[config.mk]
export PLATFORM = sky130hd
export DESIGN_NAME = instr_issuer_flat
export DESIGN_NICKNAME = d
export VERILOG_FILES = /design/src/rtl/instr_issuer_pkg.sv /design/src/rtl/instr_issuer_if.sv /design/src/rtl/instr_issuer_buffer.sv /design/src/rtl/instr_issuer.sv /design/src/flat_wrapper.sv
export SDC_FILE = /design/constraint.sdc
export NUM_CORES = 1
export LEC_CHECK = 0
export BUFFER_PORTS_ARGS = -buffer_cell sky130_fd_sc_hd__buf_4
export CORE_AREA = 2 2 156 120
export DETAILED_ROUTE_END_ITERATION = 10
export DIE_AREA = 0 0 158 122
export PLACE_DENSITY_LB_ADDON = 0.15
export REMOVE_ABC_BUFFERS = 1
export SLEW_MARGIN = 20
export SYNTH_ARGS = -nofsm -noshare
export SYNTH_HDL_FRONTEND = slang
export SYNTH_SLANG_ARGS = --single-unit
[constraint.sdc]
create_clock -name clk -period 2.9 [get_ports clk]
set_input_delay 0.29 -clock clk [delete_from_list [all_inputs] [get_ports clk]]
set_output_delay 0.29 -clock clk [all_outputs]
set_load 0.1 [all_outputs]
[src/rtl/instr_issuer_pkg.sv]
`default_nettype none
// ============================================================================
// Module      : instr_pkg
// Description : Shared definitions for the instruction issuer: opcode
//               encodings, instruction field bit positions and the FSM state
//               encoding.
// Revision    : 1.0 - initial release
// ============================================================================
package instr_pkg;

    // Opcodes (instr[15:12])
    localparam logic [3:0] OP_NOP  = 4'b0000;
    localparam logic [3:0] OP_LOAD = 4'b1001;
    localparam logic [3:0] OP_ADD  = 4'b1010;
    localparam logic [3:0] OP_SUB  = 4'b1011;
    localparam logic [3:0] OP_AND  = 4'b1100;
    localparam logic [3:0] OP_OR   = 4'b1101;
    localparam logic [3:0] OP_NOT  = 4'b1110;
    localparam logic [3:0] OP_XOR  = 4'b1111;

    // Instruction field bit positions
    localparam int OP_MSB   = 15;
    localparam int OP_LSB   = 12;
    localparam int TGT_MSB  = 11;
    localparam int TGT_LSB  = 8;
    localparam int SRC0_MSB = 7;
    localparam int SRC0_LSB = 4;
    localparam int SRC1_MSB = 3;
    localparam int SRC1_LSB = 0;
    localparam int IMM_MSB  = 7;
    localparam int IMM_LSB  = 0;

    // Whole-word NOP driven whenever nothing is being issued
    localparam logic [15:0] INSTR_NOP = 16'h0000;

    // FSM state encoding
    typedef logic [1:0] state_t;
    localparam state_t ST_IDLE  = 2'd0;
    localparam state_t ST_ISSUE = 2'd1;
    localparam state_t ST_WAIT  = 2'd2;
    localparam state_t ST_DONE  = 2'd3;

endpackage
`default_nettype wire

[src/rtl/instr_issuer_if.sv]
`default_nettype none
// ============================================================================
// Module      : instr_issuer_if
// Description : Bus bundle between the instruction issuer and its environment.
//               slave  : view taken by instr_issuer
//               master : view taken by the program loader / compute unit side
// Signals     : load_valid/load_ready/load_data - program-word write handshake
//               start/busy/done                 - run control and status
//               instr_out                       - instruction to compute unit
//               result_in                       - result byte from compute unit
//               result_data/result_valid        - captured result + pulse
//               checksum                        - XOR of captured results
// Revision    : 1.0 - initial release
// ============================================================================
interface instr_issuer_if;
    logic        load_valid;
    logic        load_ready;
    logic [15:0] load_data;
    logic        start;
    logic        busy;
    logic        done;
    logic [15:0] instr_out;
    logic [7:0]  result_in;
    logic [7:0]  result_data;
    logic        result_valid;
    logic [7:0]  checksum;

    modport slave (
        input  load_valid, load_data, start, result_in,
        output load_ready, busy, done, instr_out, result_data, result_valid, checksum
    );

    modport master (
        output load_valid, load_data, start, result_in,
        input  load_ready, busy, done, instr_out, result_data, result_valid, checksum
    );
endinterface
`default_nettype wire

[src/rtl/instr_issuer_buffer.sv]
`default_nettype none
// ============================================================================
// Module      : issue_buffer
// Description : Program memory, DEPTH x WIDTH, one synchronous write port and
//               one asynchronous read port. Contents are not reset.
// Ports       : clk   - clock
//               we    - write enable
//               waddr - write address
//               wdata - write data
//               raddr - read address
//               rdata - read data (combinational)
// Revision    : 1.0 - initial release
// ============================================================================
module issue_buffer #(
    parameter int DEPTH = 8,
    parameter int WIDTH = 16
) (
    input  wire logic                     clk,
    input  wire logic                     we,
    input  wire logic [$clog2(DEPTH)-1:0] waddr,
    input  wire logic [WIDTH-1:0]         wdata,
    input  wire logic [$clog2(DEPTH)-1:0] raddr,
    output logic      [WIDTH-1:0]         rdata
);

    logic [WIDTH-1:0] r_mem [DEPTH];

    always_ff @(posedge clk) begin
        if (we) begin
            r_mem[waddr] <= wdata;
        end
    end

    assign rdata = r_mem[raddr];

endmodule
`default_nettype wire

[src/rtl/instr_issuer.sv]
`default_nettype none
// ============================================================================
// Module      : instr_issuer
// Description : Loads a small program into issue_buffer, then on start issues
//               each word for exactly one cycle, waits RESULT_LAT cycles for
//               the compute unit's result, captures it and moves on. NOP is
//               driven on instr_out in every state except ISSUE.
// Ports       : clk   - clock, rising edge
//               rst_n - asynchronous active-low reset
//               ena   - global enable; low freezes all state
//               bus   - instr_issuer_if.slave (load, run control, results)
// Config      : INSTR_ISSUER_CHECKSUM_EN - when defined, checksum accumulates
//               the XOR of every captured result; otherwise tied to 0.
// Revision    : 1.0 - initial release
// ============================================================================
module instr_issuer
    import instr_pkg::*;
#(
    parameter int DEPTH      = 8,
    parameter int RESULT_LAT = 2
) (
    input  wire logic       clk,
    input  wire logic       rst_n,
    input  wire logic       ena,
    instr_issuer_if.slave   bus
);

    localparam int AW = $clog2(DEPTH);
    localparam int CW = AW + 1;
    localparam int WW = (RESULT_LAT > 1) ? $clog2(RESULT_LAT) : 1;

    localparam logic [CW-1:0] c_depth     = CW'(DEPTH);
    localparam logic [WW-1:0] c_wait_init = WW'(RESULT_LAT - 1);

    state_t          r_state;
    logic [CW-1:0]   r_pc;
    logic [CW-1:0]   r_count;
    logic [WW-1:0]   r_wait;
    logic [7:0]      r_result_data;
    logic            r_result_valid;

    logic            w_load_fire;
    logic            w_start_fire;
    logic            w_capture;
    logic [15:0]     w_rdata;

    // A load accepted in the same cycle as start takes priority; start is dropped.
    assign w_load_fire  = (r_state == ST_IDLE) && bus.load_valid && (r_count < c_depth);
    assign w_start_fire = (r_state == ST_IDLE) && bus.start && !w_load_fire;
    assign w_capture    = (r_state == ST_WAIT) && (r_wait == '0);

    issue_buffer #(
        .DEPTH (DEPTH),
        .WIDTH (16)
    ) u_buf (
        .clk   (clk),
        .we    (ena && w_load_fire),
        .waddr (r_count[AW-1:0]),
        .wdata (bus.load_data),
        .raddr (r_pc[AW-1:0]),
        .rdata (w_rdata)
    );

    always_ff @(posedge clk or negedge rst_n) begin
        if (!rst_n) begin
            r_state        <= ST_IDLE;
            r_pc           <= '0;
            r_count        <= '0;
            r_wait         <= '0;
            r_result_data  <= 8'h00;
            r_result_valid <= 1'b0;
        end else if (ena) begin
            r_result_valid <= 1'b0;
            case (r_state)
                ST_IDLE: begin
                    if (w_load_fire) begin
                        r_count <= r_count + CW'(1);
                    end else if (w_start_fire) begin
                        r_pc    <= '0;
                        r_state <= (r_count == '0) ? ST_DONE : ST_ISSUE;
                    end
                end
                ST_ISSUE: begin
                    r_wait  <= c_wait_init;
                    r_state <= ST_WAIT;
                end
                ST_WAIT: begin
                    if (w_capture) begin
                        r_result_data  <= bus.result_in;
                        r_result_valid <= 1'b1;
                        r_pc           <= r_pc + CW'(1);
                        r_state        <= (r_pc == r_count - CW'(1)) ? ST_DONE : ST_ISSUE;
                    end else begin
                        r_wait <= r_wait - WW'(1);
                    end
                end
                ST_DONE: begin
                    r_state <= ST_IDLE;
                end
                default: begin
                    r_state <= ST_IDLE;
                end
            endcase
        end
    end

`ifdef INSTR_ISSUER_CHECKSUM_EN
    logic [7:0] r_checksum;

    always_ff @(posedge clk or negedge rst_n) begin
        if (!rst_n) begin
            r_checksum <= 8'h00;
        end else if (ena) begin
            if (w_start_fire) begin
                r_checksum <= 8'h00;
            end else if (w_capture) begin
                r_checksum <= r_checksum ^ bus.result_in;
            end
        end
    end

    assign bus.checksum = r_checksum;
`else
    assign bus.checksum = 8'h00;
`endif

    // Outputs decode straight from state so reset takes effect immediately.
    assign bus.instr_out    = (r_state == ST_ISSUE) ? w_rdata : INSTR_NOP;
    assign bus.busy         = (r_state == ST_ISSUE) || (r_state == ST_WAIT);
    assign bus.done         = (r_state == ST_DONE);
    assign bus.load_ready   = (r_state == ST_IDLE) && (r_count < c_depth);
    assign bus.result_data  = r_result_data;
    assign bus.result_valid = r_result_valid;

endmodule
`default_nettype wire
[src/flat_wrapper.sv]
// flat-port wrapper written by rule: the top's interface ports become plain ports
module instr_issuer_flat import instr_pkg::*;
#(
    parameter int DEPTH      = 8,
    parameter int RESULT_LAT = 2
)
  (clk, rst_n, ena, bus_load_valid, bus_load_data, bus_start, bus_result_in, bus_load_ready, bus_busy, bus_done, bus_instr_out, bus_result_data, bus_result_valid, bus_checksum);
  instr_issuer_if bus_i ();
  input  wire logic clk;
  input  wire logic rst_n;
  input  wire logic ena;
  input wire logic [$bits(bus_i.load_valid)-1:0] bus_load_valid;
  input wire logic [$bits(bus_i.load_data)-1:0] bus_load_data;
  input wire logic [$bits(bus_i.start)-1:0] bus_start;
  input wire logic [$bits(bus_i.result_in)-1:0] bus_result_in;
  output wire logic [$bits(bus_i.load_ready)-1:0] bus_load_ready;
  output wire logic [$bits(bus_i.busy)-1:0] bus_busy;
  output wire logic [$bits(bus_i.done)-1:0] bus_done;
  output wire logic [$bits(bus_i.instr_out)-1:0] bus_instr_out;
  output wire logic [$bits(bus_i.result_data)-1:0] bus_result_data;
  output wire logic [$bits(bus_i.result_valid)-1:0] bus_result_valid;
  output wire logic [$bits(bus_i.checksum)-1:0] bus_checksum;
  assign bus_i.load_valid = bus_load_valid;
  assign bus_i.load_data = bus_load_data;
  assign bus_i.start = bus_start;
  assign bus_i.result_in = bus_result_in;
  assign bus_load_ready = bus_i.load_ready;
  assign bus_busy = bus_i.busy;
  assign bus_done = bus_i.done;
  assign bus_instr_out = bus_i.instr_out;
  assign bus_result_data = bus_i.result_data;
  assign bus_result_valid = bus_i.result_valid;
  assign bus_checksum = bus_i.checksum;
  instr_issuer #(.DEPTH(DEPTH), .RESULT_LAT(RESULT_LAT)) u_core (.clk(clk), .rst_n(rst_n), .ena(ena), .bus(bus_i));
endmodule
# After elaboration in Yosys (flattened, before gate mapping)
# Memory sizes are Yosys's and may differ from the RTL's.
# Index checks and enable logic that the tools add are counted.
# W data, S select, Z words.
[op_classes]
n_eq_ne = 8
bitwise_logic = 1
div_mod_pow = 0
multipliers = 0
add_sub_neg = 4
magnitude_cmp = 1
reduce_logical = 18
mux = 17
n_shift = 0
[op_table]
columns = ["cell", "count"]
rows = [
  ["$mux W16", 1],
  ["$mux W4", 3],
  ["$mux W2", 5],
  ["$reduce_and A3 Y1", 3],
  ["$add A4 B1 Y4 const B", 2],
  ["$pmux W2 S4", 1],
  ["$pmux W4 S2", 1],
  ["$logic_and A1 B1 Y1", 7],
  ["$mux W1", 5],
  ["$reduce_and A5 Y1", 1],
  ["$eq A2 B2 Y1 const B", 2],
  ["$eq A4 B4 Y1", 1],
  ["$logic_not A4 Y1", 1],
  ["$lt A4 B4 Y1 const B", 1],
  ["$ne A2 B1 Y1 const B", 2],
  ["$ne A2 B2 Y1 const B", 2],
  ["$reduce_and A4 Y1", 1],
  ["$reduce_bool A2 Y1", 2],
  ["$sub A4 B1 Y4 const B", 1],
  ["$eq A2 B1 Y1 const B", 1],
  ["$logic_not A2 Y1", 1],
  ["$pmux W1 S2", 1],
  ["$logic_not A1 Y1", 1],
  ["$logic_or A1 B1 Y1", 1],
  ["other kinds (2)", 2],
]
[word_totals]
mem_bits_rw = 128
output_inout_bits = 36
romBits = 0
n_memories = 1
regBits = 20
latch_bits = 0
[memory_table]
columns = ["memory", "words", "word_bits", "rd", "rd_ports_with_merged_regs", "wr", "line", "text"]
rows = [
  ["u_core.u_buf.r_mem", 8, 16, 1, 0, 1, "instr_issuer_buffer.sv:26", "logic [WIDTH-1:0] r_mem [DEPTH];"],
]

# Logic depth before layout (Yosys ltp)
[logic_depth]
depth_word = 8
depth_mapped = 7
depth_no_buf = 6

# Cells and area by module
# From an unflattened synthesis, not the netlist that was laid out.
[unflattened]
hier_cells = 318
area_unflattened_um2 = 6203.4
[modules_own_cells]
columns = ["mod", "seq_area_each_um2", "instances", "cells_each", "area_per_inst_um2"]
rows = [
  ["issue_buffer", 3843.7, 1, 198, 4973.5],
  ["instr_issuer", 500.5, 1, 120, 1229.9],
]

# Worst setup path after synthesis
# No wires, ideal clock.
[synth_timing]
path_type = "reg-to-reg"
from = "register u_core.r_state[1]"
to = "memory u_core.u_buf.r_mem[1][0] (enable)"
path_buffers = 1
t_required_ps = 2491
setup_time_ps = 409
arrival_ps = 3859
period_less_slack_ps = 4268
path_slack_ps = -1368
path_stages_with_launch = 8
path_cell_list = "dfrtp_1 > inv_1 > ha_1 > nor2b_1 > and3_1 > clkbuf_1 > nand2_1 > nor3_1"
[synth_between]
elab_chain_cells = 6
[synth_lines]
columns = ["item", "line", "text"]
rows = [
  ["from (decl)", "instr_issuer.sv:35", "state_t r_state;"],
  ["from (signal assigned)", "instr_issuer.sv:80", "r_state <= (r_count == '0) ? ST_DONE : ST_ISSUE;"],
  ["from (signal assigned)", "instr_issuer.sv:92", "r_state <= (r_pc == r_count - CW'(1)) ? ST_DONE : ST_ISSUE;"],
  ["$logic_not A2 Y1", "instr_issuer.sv:48", "assign w_load_fire = (r_state == ST_IDLE) && bus.load_valid && (r_count < c_depth);"],
  ["$logic_and A1 B1 Y1 (2 in a row)", "instr_issuer.sv:48", ""],
  ["$logic_and A1 B1 Y1", "instr_issuer.sv:57", ".we (ena && w_load_fire),"],
  ["$mux W1", "instr_issuer_buffer.sv:29", "if (we) begin"],
  ["$mux W1 (implied by the code)", "instr_issuer_buffer.sv:30", "r_mem[waddr] <= wdata;"],
  ["to (decl)", "instr_issuer_buffer.sv:26", ""],
]
# No other way between the ends.

# Worst setup path in the final report
[layout_timing]
from = "register u_core.r_pc[0]"
to = "output port bus_instr_out[4]"
[layout_between]
elab_chain_cells = 2
[layout_lines]
columns = ["item", "line", "text"]
rows = [
  ["from (decl)", "instr_issuer.sv:36", "logic [CW-1:0] r_pc;"],
  ["from (signal assigned)", "instr_issuer.sv:91", "r_pc <= r_pc + CW'(1);"],
  ["$mem_v2 Z8 W16", "-", ""],
  ["$mux W16", "instr_issuer.sv:128", "assign bus.instr_out = (r_state == ST_ISSUE) ? w_rdata : INSTR_NOP;"],
  ["to (decl)", "flat_wrapper.sv:19", "output wire logic [$bits(bus_i.instr_out)-1:0] bus_instr_out;"],
]
# No other way between the ends.

==> reports/metrics.yaml <==
worst_setup_path:
  setup.worst_path.start_class: "flop"
  cp_max_fo: 21
  path_cells: "buf_12 > mux4_1 > mux2i_1 > nor2b_1 > buf_4"
  critPathCaptureType: "output port"
  reg2reg_setup_slack_ns: 0.65
  crit_type: "reg -> out"
  slowest_delay_ns: 0.56
  cp.required_ns: 2.61
  crit_family: "multiplexers"
  crit_arrival_ns: 2.28
  cp_slowest_cell: "mux4_1"
  crit_buf_inv: 2
routing:
  wl_met2_mm: 5.662
  routed_wl_mm: 12.16
  wl_per_cell_um: 18.71
  vias_per_cell: 4.683
  dr_wl_met3_um: 472
  initialDrtViolationCount: 209
  antenna_left: 0
  wl_met1_mm: 5.811
  dr.pass1.iters: 4
  via_count: 3044
  drc_errors: 0
  top_layer: "met4"
yosys:
  synth_edf_count: 128
  yosys_warnings: 0
  syn_area_um2: 6102
  syn_inst: 316
  ys_types: 38
  yosysSeqAreaShare_pct: 71.19
  async_flop_share_pct: 13.51
  syn_area_per_cell_um2: 19.31
  synth_seq_cells: 148
  ys.flop_type: "edfxtp_1"
power:
  seq_power_share_pct: 32.7
  ir_drop_v: 0.0004127
  swShare_pct: 40.73
  power_density_nw_per_um2: 1101
  switchingPower_uw: 3327
  combPwrFrac_pct: 40.9
  p_leak_uw: 0.002601
  power_frac_clock_pct: 26.5
  intPower_uw: 4842
floorplan:
  fp.dieH_um: 122
  rows: 43
  coreArea_um2: 17970
  start_util_pct: 33.96
  dieArea_um2: 19280
  io_pins: 65
  die_w_um: 158
layout:
  post_route_cells_drive_above_1_share_pct: 33.25
  final_common_cell: "edfxtp_1"
  area_growth_pct: 21.63
  nets: 428
  antennaDiodeCount: 0
  mostFrequentLayoutCells: "edfxtp_1, buf_4, mux4_2"
global_routing:
  grt_pass1_vias: 3118
  grt_max_degree: 37
  gr-total-overflow: 0
  antenna_found_initial: 0
  grtUsageTotal_pct: 13.61
  grt_pass1_wl_mm: 18.51
clocking:
  cts_root_buffer: "clkbuf_16"
  clk_path_buf_depth: 2
  tritoncts.num_buffers: 17
  htreeDepth: 4
  cts_tree: "yes"
  cts_hold_buffers: 1
  clk_pin_slew_ns: 0.06
  insertion_delay_ns: 0.42
  cts_resized: 0
  cts_setup_buffers: 0
  clock-sinks: 148
status:
  status: "complete, no violations"
timing:
  setup_viol: 0
  finalHoldViolCount: 0
  slew_viol_final: 0
  clock.fmax_mhz: 388.9
  layout_min_cycle_time_ns: 2.572
  slew_headroom_pct: 63.33
  grt_setup_unrepaired: "false"
  whs_ns: 0.09903
  finalCritPeriodShare_pct: 88.68
  fin_tns_setup_ns: 0
  worst_pin_slew_ns: 0.5443
  fin_skew_ns: 0.006638
place:
  routabilityCongestion: 0.7349
  dp_hpwl_mm: 7.106
  io_buffers: 56
job:
  drv_cap: 0
worst_hold_path:
  hold_path_class: "in -> reg"
## flip-flops by register name, summed over array words and instances (netlist names)
register / cells
u_core.bus.result_data: 8
u_core.bus.result_valid: 1
u_core.r_count: 4
u_core.r_pc: 4
u_core.r_state: 2
u_core.r_wait: 1
u_core.u_buf.r_mem: 128
## path summary, 6_finish.rpt
check	from	to	depth (start not counted)
setup / recovery	u_core.r_pc[0]	bus_instr_out[4]	5
hold reg to reg	u_core.bus.result_data[6]	u_core.bus.result_data[6]	1
hold / removal	ena	u_core.r_wait	2
max in group asynchronous	rst_n	u_core.r_pc[0]	2
min in group asynchronous	rst_n	u_core.bus.result_data[5]	2
setup reg to reg	u_core.r_state[0]	u_core.u_buf.r_mem[5][4]	7
## logic make-up after synthesis
| family | Yosys count | synth area share, % |
|---|---|---|
| flops | 148 | 71.19 |
| mux | 56 | 16.47 |
| simple gates | 51 | 4.573 |
| buf+inv | 27 | 2.891 |
| compound gates | 16 | 1.825 |
| fa+ha+maj | 9 | 1.845 |
| xor+xnor | 8 | 1.148 |
| other cells | 1 | 0.06145 |
## cell type report
| class | count | area, µm² |
|---|---|---|
| clock buffer | 17 | 425.4 |
| clock inverter | 15 | 165.2 |
| fill | 1614 | 10550 |
| inverter | 5 | 18.77 |
| multi-input combinational | 148 | 1618 |
| sequential | 148 | 4345 |
| tap | 247 | 309.0 |
| timing repair buffer | 70 | 540.5 |
## synth_stat cells, drive strengths merged (2+ instances only)
library cell | n | area, µm²
nand2 | 8 | 30.03
mux2 | 8 | 90.09
xnor2 | 6 | 52.55
nor3 | 4 | 20.02
dfrtp | 20 | 500.5
nand3b | 2 | 15.01
edfxtp | 128 | 3844
nand2b | 4 | 25.02
ha | 9 | 112.6
nor2 | 7 | 26.28
nand3 | 3 | 15.01
o21ai | 5 | 25.02
mux4 | 32 | 754.5
and3 | 2 | 12.51
mux2i | 16 | 160.2
a22o | 2 | 17.52
xor2 | 2 | 17.52
inv | 5 | 18.77
buf | 18 | 142.6
nor2b | 17 | 106.4
a21oi | 3 | 15.01
clkbuf | 4 | 15.01
## power groups by stage
stage               logic (µW)  registers, µW  clock network (µW)
floorplan                 2070           3230                   0
global placement          3370           2710                   0
detailed placement        3380           2710                   0
CTS                       3390           2670                2230
global route              3530           2690                2320
finish                    3340           2670                2160
## per-stage QoR
stage / instance area, µm² / total power [µW] / utilization (%) / std cells / setup WS, ns
floorplan: 5971 / 5301 / - / 301 / -1.288
global placement: 6822 / 6076 / 37.96 / 617 / 0.7570
detailed placement: 6822 / 6095 / 37.96 / 617 / 0.6466
CTS: 7422 / 8290 / 41.30 / 650 / 0.3037
global route: 7422 / 8543 / 41.30 / 650 / 0.1803
finish: 7422 / 8169 / 41.30 / 650 / 0.3283
## routing by layer
metal  up-vias  track usage (%)
li1       1387                -
met1      1574            18.84
met2        66            20.73
met3        17            3.273
met4         0            5.574
met5         -                0
Note: power is estimated with default switching activity, not from simulation.
